### src/rtl/branch_predictor_gshare.sv
// Gshare-style conditional branch predictor with an in-flight queue of unresolved predictions.
// Define BP_GSHARE_EN to hash the pattern-table index with global history; otherwise it is PC-indexed only.
module branch_predictor_gshare #(
    parameter int TABLE_W = 6,
    parameter int QUEUE_W = 3,
    parameter int CNT_W   = 2,
    parameter int HIST_W  = 4
) (
    input  logic                 clk_in,
    input  logic                 rst_in,
    input  logic                 rdy_in,
    input  logic                 branch,
    input  logic [31:0]          imm,
    input  logic                 inst_length,
    input  logic                 foq_full,
    input  logic [31:0]          pc_in,
    input  logic                 cdb_active,
    input  logic [31:0]          cdb_addr,
    input  logic [31:0]          cdb_val,
    output logic                 need_branch,
    output logic [31:0]          branch_addr,
    output logic                 predict_fail,
    output logic [31:0]          fail_addr,
    output logic                 bp_full,
    output logic [QUEUE_W:0]     inflight
);

    localparam int ENTRIES = 1 << TABLE_W;
    localparam int DEPTH   = 1 << QUEUE_W;
    localparam logic [CNT_W-1:0]   CNT_MAX  = '1;
    localparam logic [CNT_W-1:0]   CNT_INIT = {1'b0, {(CNT_W-1){1'b1}}};
    localparam logic [QUEUE_W:0]   DEPTH_C  = (QUEUE_W+1)'(DEPTH);

    function automatic logic [CNT_W-1:0] sat_inc(input logic [CNT_W-1:0] c);
        return (c == CNT_MAX) ? c : c + CNT_W'(1);
    endfunction

    function automatic logic [CNT_W-1:0] sat_dec(input logic [CNT_W-1:0] c);
        return (c == '0) ? c : c - CNT_W'(1);
    endfunction

    logic [CNT_W-1:0]   cnt_q   [ENTRIES];
    logic [CNT_W-1:0]   cnt_d   [ENTRIES];
    logic [31:0]        q_pc_q  [DEPTH];
    logic [31:0]        q_pc_d  [DEPTH];
    logic [31:0]        q_alt_q [DEPTH];
    logic [31:0]        q_alt_d [DEPTH];
    logic               q_pred_q[DEPTH];
    logic               q_pred_d[DEPTH];
    logic [TABLE_W-1:0] q_idx_q [DEPTH];
    logic [TABLE_W-1:0] q_idx_d [DEPTH];
    logic [QUEUE_W-1:0] front_q, front_d;
    logic [QUEUE_W-1:0] rear_q, rear_d;
    logic [QUEUE_W:0]   count_q, count_d;

    logic [TABLE_W-1:0] index;
    logic               accept, pred, resolve, mispredict, full;
    logic [31:0]        seq_addr, tgt_addr;
    logic [31:0]        head_pc, head_alt;
    logic               head_pred;
    logic [TABLE_W-1:0] head_idx;

`ifdef BP_GSHARE_EN
    logic [HIST_W-1:0]  ghr_q, ghr_d;
    logic [HIST_W-1:0]  q_ghr_q [DEPTH];
    logic [HIST_W-1:0]  q_ghr_d [DEPTH];
    assign index = pc_in[TABLE_W:1] ^ TABLE_W'(ghr_q);
`else
    wire [HIST_W-1:0]   ghr_unused = '0;
    assign index = pc_in[TABLE_W:1];
`endif

    wire unused_bits = &{1'b0, pc_in[31:TABLE_W+1], pc_in[0], cdb_val[31:1]};

    assign full      = (count_q == DEPTH_C);
    assign accept    = branch && rdy_in && !foq_full && !full;
    assign pred      = cnt_q[index][CNT_W-1];
    assign seq_addr  = pc_in + (inst_length ? 32'd4 : 32'd2);
    assign tgt_addr  = pc_in + imm;

    assign head_pc   = q_pc_q[front_q];
    assign head_alt  = q_alt_q[front_q];
    assign head_pred = q_pred_q[front_q];
    assign head_idx  = q_idx_q[front_q];

    assign resolve    = rdy_in && cdb_active && (count_q != '0) && (cdb_addr == head_pc);
    assign mispredict = resolve && (head_pred != cdb_val[0]);

    assign need_branch  = accept && pred;
    assign branch_addr  = accept ? (pred ? tgt_addr : seq_addr) : 32'd0;
    assign predict_fail = mispredict;
    assign fail_addr    = mispredict ? head_alt : 32'd0;
    assign bp_full      = full;
    assign inflight     = count_q;

    always_comb begin
        cnt_d    = cnt_q;
        q_pc_d   = q_pc_q;
        q_alt_d  = q_alt_q;
        q_pred_d = q_pred_q;
        q_idx_d  = q_idx_q;
        front_d  = front_q;
        rear_d   = rear_q;
        count_d  = count_q;
`ifdef BP_GSHARE_EN
        ghr_d    = ghr_q;
        q_ghr_d  = q_ghr_q;
`endif
        if (resolve) begin
            cnt_d[head_idx] = cdb_val[0] ? sat_inc(cnt_q[head_idx]) : sat_dec(cnt_q[head_idx]);
        end
        // A mispredict discards every younger prediction, including one accepted this cycle.
        if (mispredict) begin
            front_d = '0;
            rear_d  = '0;
            count_d = '0;
`ifdef BP_GSHARE_EN
            ghr_d   = (q_ghr_q[front_q] << 1) | HIST_W'(cdb_val[0]);
`endif
        end else begin
            if (accept) begin
                q_pc_d[rear_q]   = pc_in;
                q_alt_d[rear_q]  = pred ? seq_addr : tgt_addr;
                q_pred_d[rear_q] = pred;
                q_idx_d[rear_q]  = index;
                rear_d           = rear_q + QUEUE_W'(1);
`ifdef BP_GSHARE_EN
                q_ghr_d[rear_q]  = ghr_q;
                ghr_d            = (ghr_q << 1) | HIST_W'(pred);
`endif
            end
            if (resolve) begin
                front_d = front_q + QUEUE_W'(1);
            end
            case ({accept, resolve})
                2'b10:   count_d = count_q + (QUEUE_W+1)'(1);
                2'b01:   count_d = count_q - (QUEUE_W+1)'(1);
                default: count_d = count_q;
            endcase
        end
    end

    always_ff @(posedge clk_in) begin
        if (rst_in) begin
            for (int i = 0; i < ENTRIES; i++) cnt_q[i] <= CNT_INIT;
            for (int i = 0; i < DEPTH; i++) begin
                q_pc_q[i]   <= '0;
                q_alt_q[i]  <= '0;
                q_pred_q[i] <= 1'b0;
                q_idx_q[i]  <= '0;
`ifdef BP_GSHARE_EN
                q_ghr_q[i]  <= '0;
`endif
            end
            front_q <= '0;
            rear_q  <= '0;
            count_q <= '0;
`ifdef BP_GSHARE_EN
            ghr_q   <= '0;
`endif
        end else begin
            cnt_q    <= cnt_d;
            q_pc_q   <= q_pc_d;
            q_alt_q  <= q_alt_d;
            q_pred_q <= q_pred_d;
            q_idx_q  <= q_idx_d;
            front_q  <= front_d;
            rear_q   <= rear_d;
            count_q  <= count_d;
`ifdef BP_GSHARE_EN
            q_ghr_q  <= q_ghr_d;
            ghr_q    <= ghr_d;
`endif
        end
    end

endmodule

### config.mk
export PLATFORM = sky130hd
export DESIGN_NAME = branch_predictor_gshare
export DESIGN_NICKNAME = d
export VERILOG_FILES = /design/src/rtl/branch_predictor_gshare.sv
export SDC_FILE = /design/constraint.sdc
export NUM_CORES = 2
export LEC_CHECK = 0
export BUFFER_PORTS_ARGS = -buffer_cell sky130_fd_sc_hd__buf_2
export CELL_PAD_IN_SITES_DETAIL_PLACEMENT = 0
export CELL_PAD_IN_SITES_GLOBAL_PLACEMENT = 2
export CORE_MARGIN = 4
export CORE_UTILIZATION = 38
export DETAILED_ROUTE_END_ITERATION = 12
export GPL_ROUTABILITY_DRIVEN = 0
export GPL_TIMING_DRIVEN = 1
export PLACE_DENSITY_LB_ADDON = 0.1
export SETUP_SLACK_MARGIN = 0.2
export SLEW_MARGIN = 20
export SYNTH_ARGS = -nofsm -noshare
export SYNTH_HDL_FRONTEND = slang
export SYNTH_SLANG_ARGS = --single-unit
### constraint.sdc
create_clock -name clk_in -period 5 [get_ports clk_in]
set_input_delay 0.5 -clock clk_in [delete_from_list [all_inputs] [get_ports clk_in]]
set_output_delay 0.5 -clock clk_in [all_outputs]
set_load 0.05 [all_outputs]
# --- Word-level counts from Yosys, hierarchy flattened ---
# Index checks and enable logic that the tools add are counted.
op_classes:
  add_sub_neg: 8
  multipliers: 0
  div: 0
  magnitude_cmp: 6
  n_eq_ne: 6
  shift: 0
  muxes: 40
  bitwise: 5
  reduce_logical: 17
op_table:
  columns: ["cell", "n"]
  rows:
  - ["bitwise mux 256 bit", 2]
  - ["2-to-1 mux 32 bit", 9]
  - ["binary-select mux 32 bit (select 3 bit)", 2]
  - ["bitwise mux 128 bit", 1]
  - ["demux 32 bit (select 3 bit)", 1]
  - ["bitwise mux 48 bit", 1]
  - ["adder 32 x 3 -> 32 bit", 1]
  - ["adder 32 bit", 1]
  - ["== test 32 bit", 1]
  - ["binary-select mux 2 bit (select 6 bit)", 2]
  - ["binary-select mux 6 bit (select 3 bit)", 1]
  - ["demux 6 bit (select 3 bit)", 1]
  - ["2-to-1 mux 6 bit", 3]
  - ["2-to-1 mux 2 bit", 8]
  - [">= comparator 7 bit, second input constant", 2]
  - ["NOT 6 -> 7 bit", 2]
  - ["demux 2 bit (select 6 bit)", 1]
  - ["logical AND 1 bit", 10]
  - ["bitwise mux 8 bit", 1]
  - [">= comparator 4 bit, second input constant", 2]
  - ["NOT 3 -> 4 bit", 2]
  - ["one-hot mux 4 bit (2 select lines)", 1]
  - ["< comparator 7 x 1 -> 1 bit, second input constant", 1]
  - ["adder 3 x 1 -> 3 bit, second input constant", 2]
  - ["other kinds (20)", 24]
word_totals:
  ff_bits: 706
  latch_bits: 0
  mem_bits_rw: 0
  rom_bits: 0
  output_inout_bits: 71
  word_cells: 181
  mem_count: 0

# --- Logic depth before layout (Yosys ltp) ---
depth:
  word_depth: 12
  depth_mapped: 17
  mapped_depth_nobuf: 14

# --- Worst setup path after synthesis ---
# OpenSTA, ideal clock, no wires.
synth_path:
  path_type: "input port to output port"
  from: "input pc_in[1]"
  to: "output branch_addr[11]"
  t_arrival_ps: 4470
  path_slack_ps: 30
  cell_stages: 11
  path_buffers: 5
  path_cell_list: "buf_2 -> buf_2 -> mux4_2 -> mux4_2 -> mux4_2 -> inv_2 -> buf_4 -> buf_2 -> buf_2 -> nor2_1 -> a211oi_1"
synth_via:
  elab_chain_len: 6
synth_rtl:
  columns: ["element", "line_no", "rtl"]
  rows:
  - ["start: declaration", "16", "input logic [31:0] pc_in,"]
  - ["parallel branches: the longest is 4 deep, another holds adder 32 x 3 -> 32 bit", null, null]
  - ["2-to-1 mux 32 bit (*) (2 in a row)", "90", "assign branch_addr = accept ? (pred ? tgt_addr : seq_addr) : 32'd0;"]
  - ["end: declaration", "21", "output logic [31:0] branch_addr,"]
# Mark *: on every way between the ends. The select of a mux whose other input is x is not followed.

# --- Final worst setup path ---
layout_path:
  from: "register front_q[2]"
  to: "output fail_addr[28]"
layout_via:
  elab_chain_len: 8
layout_rtl:
  columns: ["element", "line_no", "rtl"]
  rows:
  - ["start: declaration", "52", "logic [QUEUE_W-1:0] front_q, front_d;"]
  - ["start signal: assignment", "167", "front_q <= front_d;"]
  - ["NOT 3 -> 4 bit (not written as such) (*)", "81, 82, 83", null]
  - ["binary-select mux 32 bit (select 3 bit)", "81", "assign head_pc = q_pc_q[front_q];"]
  - ["2-to-1 mux 32 bit (not written as such) (2 in a row)", "81", null]
  - ["== test 32 bit", "86", "assign resolve = rdy_in && cdb_active && (count_q != '0) && (cdb_addr == head_pc);"]
  - ["logical AND 1 bit", "86", null]
  - ["logical AND 1 bit", "87", "assign mispredict = resolve && (head_pred != cdb_val[0]);"]
  - ["2-to-1 mux 32 bit (*)", "92", "assign fail_addr = mispredict ? head_alt : 32'd0;"]
  - ["end: declaration", "23", "output logic [31:0] fail_addr,"]
# Every way passes the cells marked *; elsewhere a longest branch is shown, timed or not. The select of a mux whose other input is x is not followed.

==> metrics.md <==
| Metric | Value |
|---|---|
| Final Cell Area | `37900 um2` |
| Slew margin rel. | `0.252` |
| Vias per inst | `about 5.6` |
| Maximum clock path buffer count | `3` |
| H-tree depth | `3` |
| Post-synth top area share | `0.411` |
| P_sw | `between 3 and 4 mW` |
| R2R Path Start | `front_q[0]` |
| Distinct cell type count after synthesis | `81` |
| DR iter-0 viols | `2063` |
| Logic pwr share | `0.092` |
| Vias in the first global route | `approximately 27000` |
| Die Span X | `298 um` |
| Core Rows | `106` |
| Initial antenna violation count | `2` |
| Overall Global Routing Usage | `0.253` |
| Register area | `13200 um2` |
| Pint | `9.15 mW` |
| Hold Crit Depth | `3` |
| Crit-path max FO | `between 40 and 50` |
| Total gr overflow | `0` |
| Post-synthesis sequential area ratio | `0.411` |
| Synth Warn # | `0` |
| F_max | `217 MHz` |
| Power Density | `about 320 nW/um2` |
| Largest net degree at the start of global routing | `174` |
| Port-buffer cells | `174` |
| Number of synthesized register bits | `between 600 and 700` |
| CP Launch Type | `register` |
| Syn-to-layout area delta | `18.2%` |
| Yosys top cell by area | `dfxtp_1` |
| CP Capture Type | `primary output` |
| CP required | `4.50 ns` |
| Largest cells by area after synthesis | `dfxtp_1 (41%), mux4_2 (11%), nand2_1 (7.8%)` |
| Flop pwr share | `0.431` |
| Final worst path period need | `4.61 ns` |
| Area post-placement | `35100 um2` |
| Cell Area, Synth | `32100 um2` |
| Hold Path End | `q_pc_q[254]` |
| Status | `finished, final reports clean` |
| Hold violation total from the final report | `0` |
| Sw Ratio | `0.254` |
| Setup Viol. Count Final | `0` |
| Reg2reg path depth | `14` |
| Ports | `approximately 200` |
| Clock Sinks | `658` |
| Setup TNS | `0 ns` |
| DRC | `0` |
| Drt pass-1 iters | `5` |
| Synthesized instance count | `3647` |
| Clock slew at reported path FFs | `0.06 ns` |
| Slew @ Worst Pin | `1.12 ns` |
| CTS root buf | `clkbuf_16` |
| R2R setup slack | `about 0.59 ns` |
| Filler Cell Count | `between 8000 and 9000` |
| RSZ-0062 raised after global routing | `false` |
| Synth cell count leaders | `nand2_1 (663), dfxtp_1 (658), nand3_1 (327), a21oi_1 (300), o21ai_0 (285)` |
| Die area | `89100 um2` |
| Worst setup path startpoint | `front_q[2]` |
| Crit path DAT | `4.11 ns` |
| Routed WL | `approximately 120 mm` |
| Max VDD drop | `0.236 mV` |
| Inserted Clock Buffers | `78` |
| Slew Limit Fails | `0` |
| Worst Skew | `between 0.015 and 0.02 ns` |
| Most frequent cell after synthesis | `nand2_1` |
| P_leak | `13.5 nW` |
| CTS tree | `yes` |
| Die Ht | `298 um` |
| Top_reg_cell synth | `dfxtp_1` |
| Syn Nets | `between 3000 and 4000` |
| Multi-input logic area | `17400 um2` |
| Tcrit/Tclk final | `0.922` |
| Routed WL per cell | `roughly 23 um` |
| Layout Nets | `3917` |
| Hold_sp | `pc_in[30]` |
| First-pass GRT wire length | `173 mm` |
| Final ANT Viol Nets | `0` |
| DP Worst Slack | `0.230 ns` |
| Final WS setup | `0.392 ns` |
| CTS Hold Bufs | `0` |
| Worst skew pair latency | `approximately 0.63 ns` |
| Async set-reset flop share out of synthesis | `0` |
| Max cap viols | `0` |
| Post-synth EDFFs | `0` |
| Initial Util | `0.383` |
| Layout cells sized above 1 | `0.185` |
| Synth Area per Inst | `8.79 um2` |
| Kind of critical path | `reg -> out` |
| RR Endpoint | `cnt_q[76]` |
| HPWL after DPL | `77.6 mm` |
| Final core utilization | `0.453` |
| Hold Crit Class | `in -> reg` |
| Clock Power Share | `0.477` |
| Routed vias | `approximately 28000` |
| Core area | `about 84000 um2` |
## worst max path at each step
| stage | to | depth (start not counted) |
|---|---|---|
| floorplan | branch_addr[14] | 9 |
| global placement | branch_addr[28] | 16 |
| detailed placement | inflight[3] | 15 |
| CTS | branch_addr[28] | 16 |
| global route | branch_addr[31] | 15 |
| finish | fail_addr[28] | 9 |
## sequential cells by signal, indices dropped and copies added (netlist names)
name      flops
q_alt_q     256
q_pc_q      256
cnt_q       128
q_pred_q      8
inflight      4
front_q       3
rear_q        3
## kinds of logic after synthesis
logic type	share of synthesized area
adder cells (fa/ha/maj)	0.0167
flip-flops	0.411
multiplexers	0.166
AO/OA/AOI/OAI	0.136
buffers and inverters	0.0512
AND/OR/NAND/NOR	0.192
XOR/XNOR	0.0265
## repair_timing
action / CTS / global route
resized for setup: 5 / 2
cloned: 0 / 0
setup buffers: 7 / 1
endpoints found under the setup margin: 33 / 5
## through the flow
stage,hold WS (ns),cells,power (mW)
global placement,0.438,4786,6.50
floorplan,0.431,3647,6.07
global route,0.248,4937,12.7
CTS,0.212,4935,12.4
detailed placement,0.443,4786,6.51
finish,0.248,4938,12.3
## cells in the final DEF (no fill, tap or decap), types with 106 or more instances in the layout
cell and n:
nand2_1 662, dfxtp_1 655, nand3_1 326, a21oi_1 300
o21ai_0 285, nor2_1 215, mux2i_1 158, buf_2 158
mux4_2 154, buf_4 106
## layout make-up
cell class	instances	area share
tap	1134	0.0375
timing repair buffer	340	0.0815
inverter	20	0.00218
clock inverter	25	0.00865
sequential	658	0.348
antenna	1	0.0000661
clock buffer	117	0.0621
multi-input combinational	2643	0.460
## power groups by stage
stage / Combinational, mW / Sequential (mW) / Clock, mW
floorplan: 0.668 / 5.40 / 0
global placement: 1.10 / 5.40 / 0
detailed placement: 1.11 / 5.40 / 0
CTS: 1.12 / 5.29 / 6.00
global route: 1.20 / 5.29 / 6.23
finish: 1.12 / 5.29 / 5.86
## critical path: stages, from the launching register on
cell and delay, ns:
dfxtp_4 1.06, mux2_2 0.55, xor2_1 0.20, nor4_1 0.33, and3_1 0.29, nand4_2 0.14, buf_12 0.18, nor2_1 0.25
buf_4 0.17, buf_2 0.25
## layer usage
metal / routed length (um) / vias up / GRT usage
li1: - / 13100 / -
met1: 51100 / 13700 / 0.342
met2: 54300 / 900 / 0.420
met3: 7210 / 149 / 0.0385
met4: 2930 / 0 / 0.0710
met5: 0 / - / 0
Note: power is estimated with default switching activity, not from simulation.
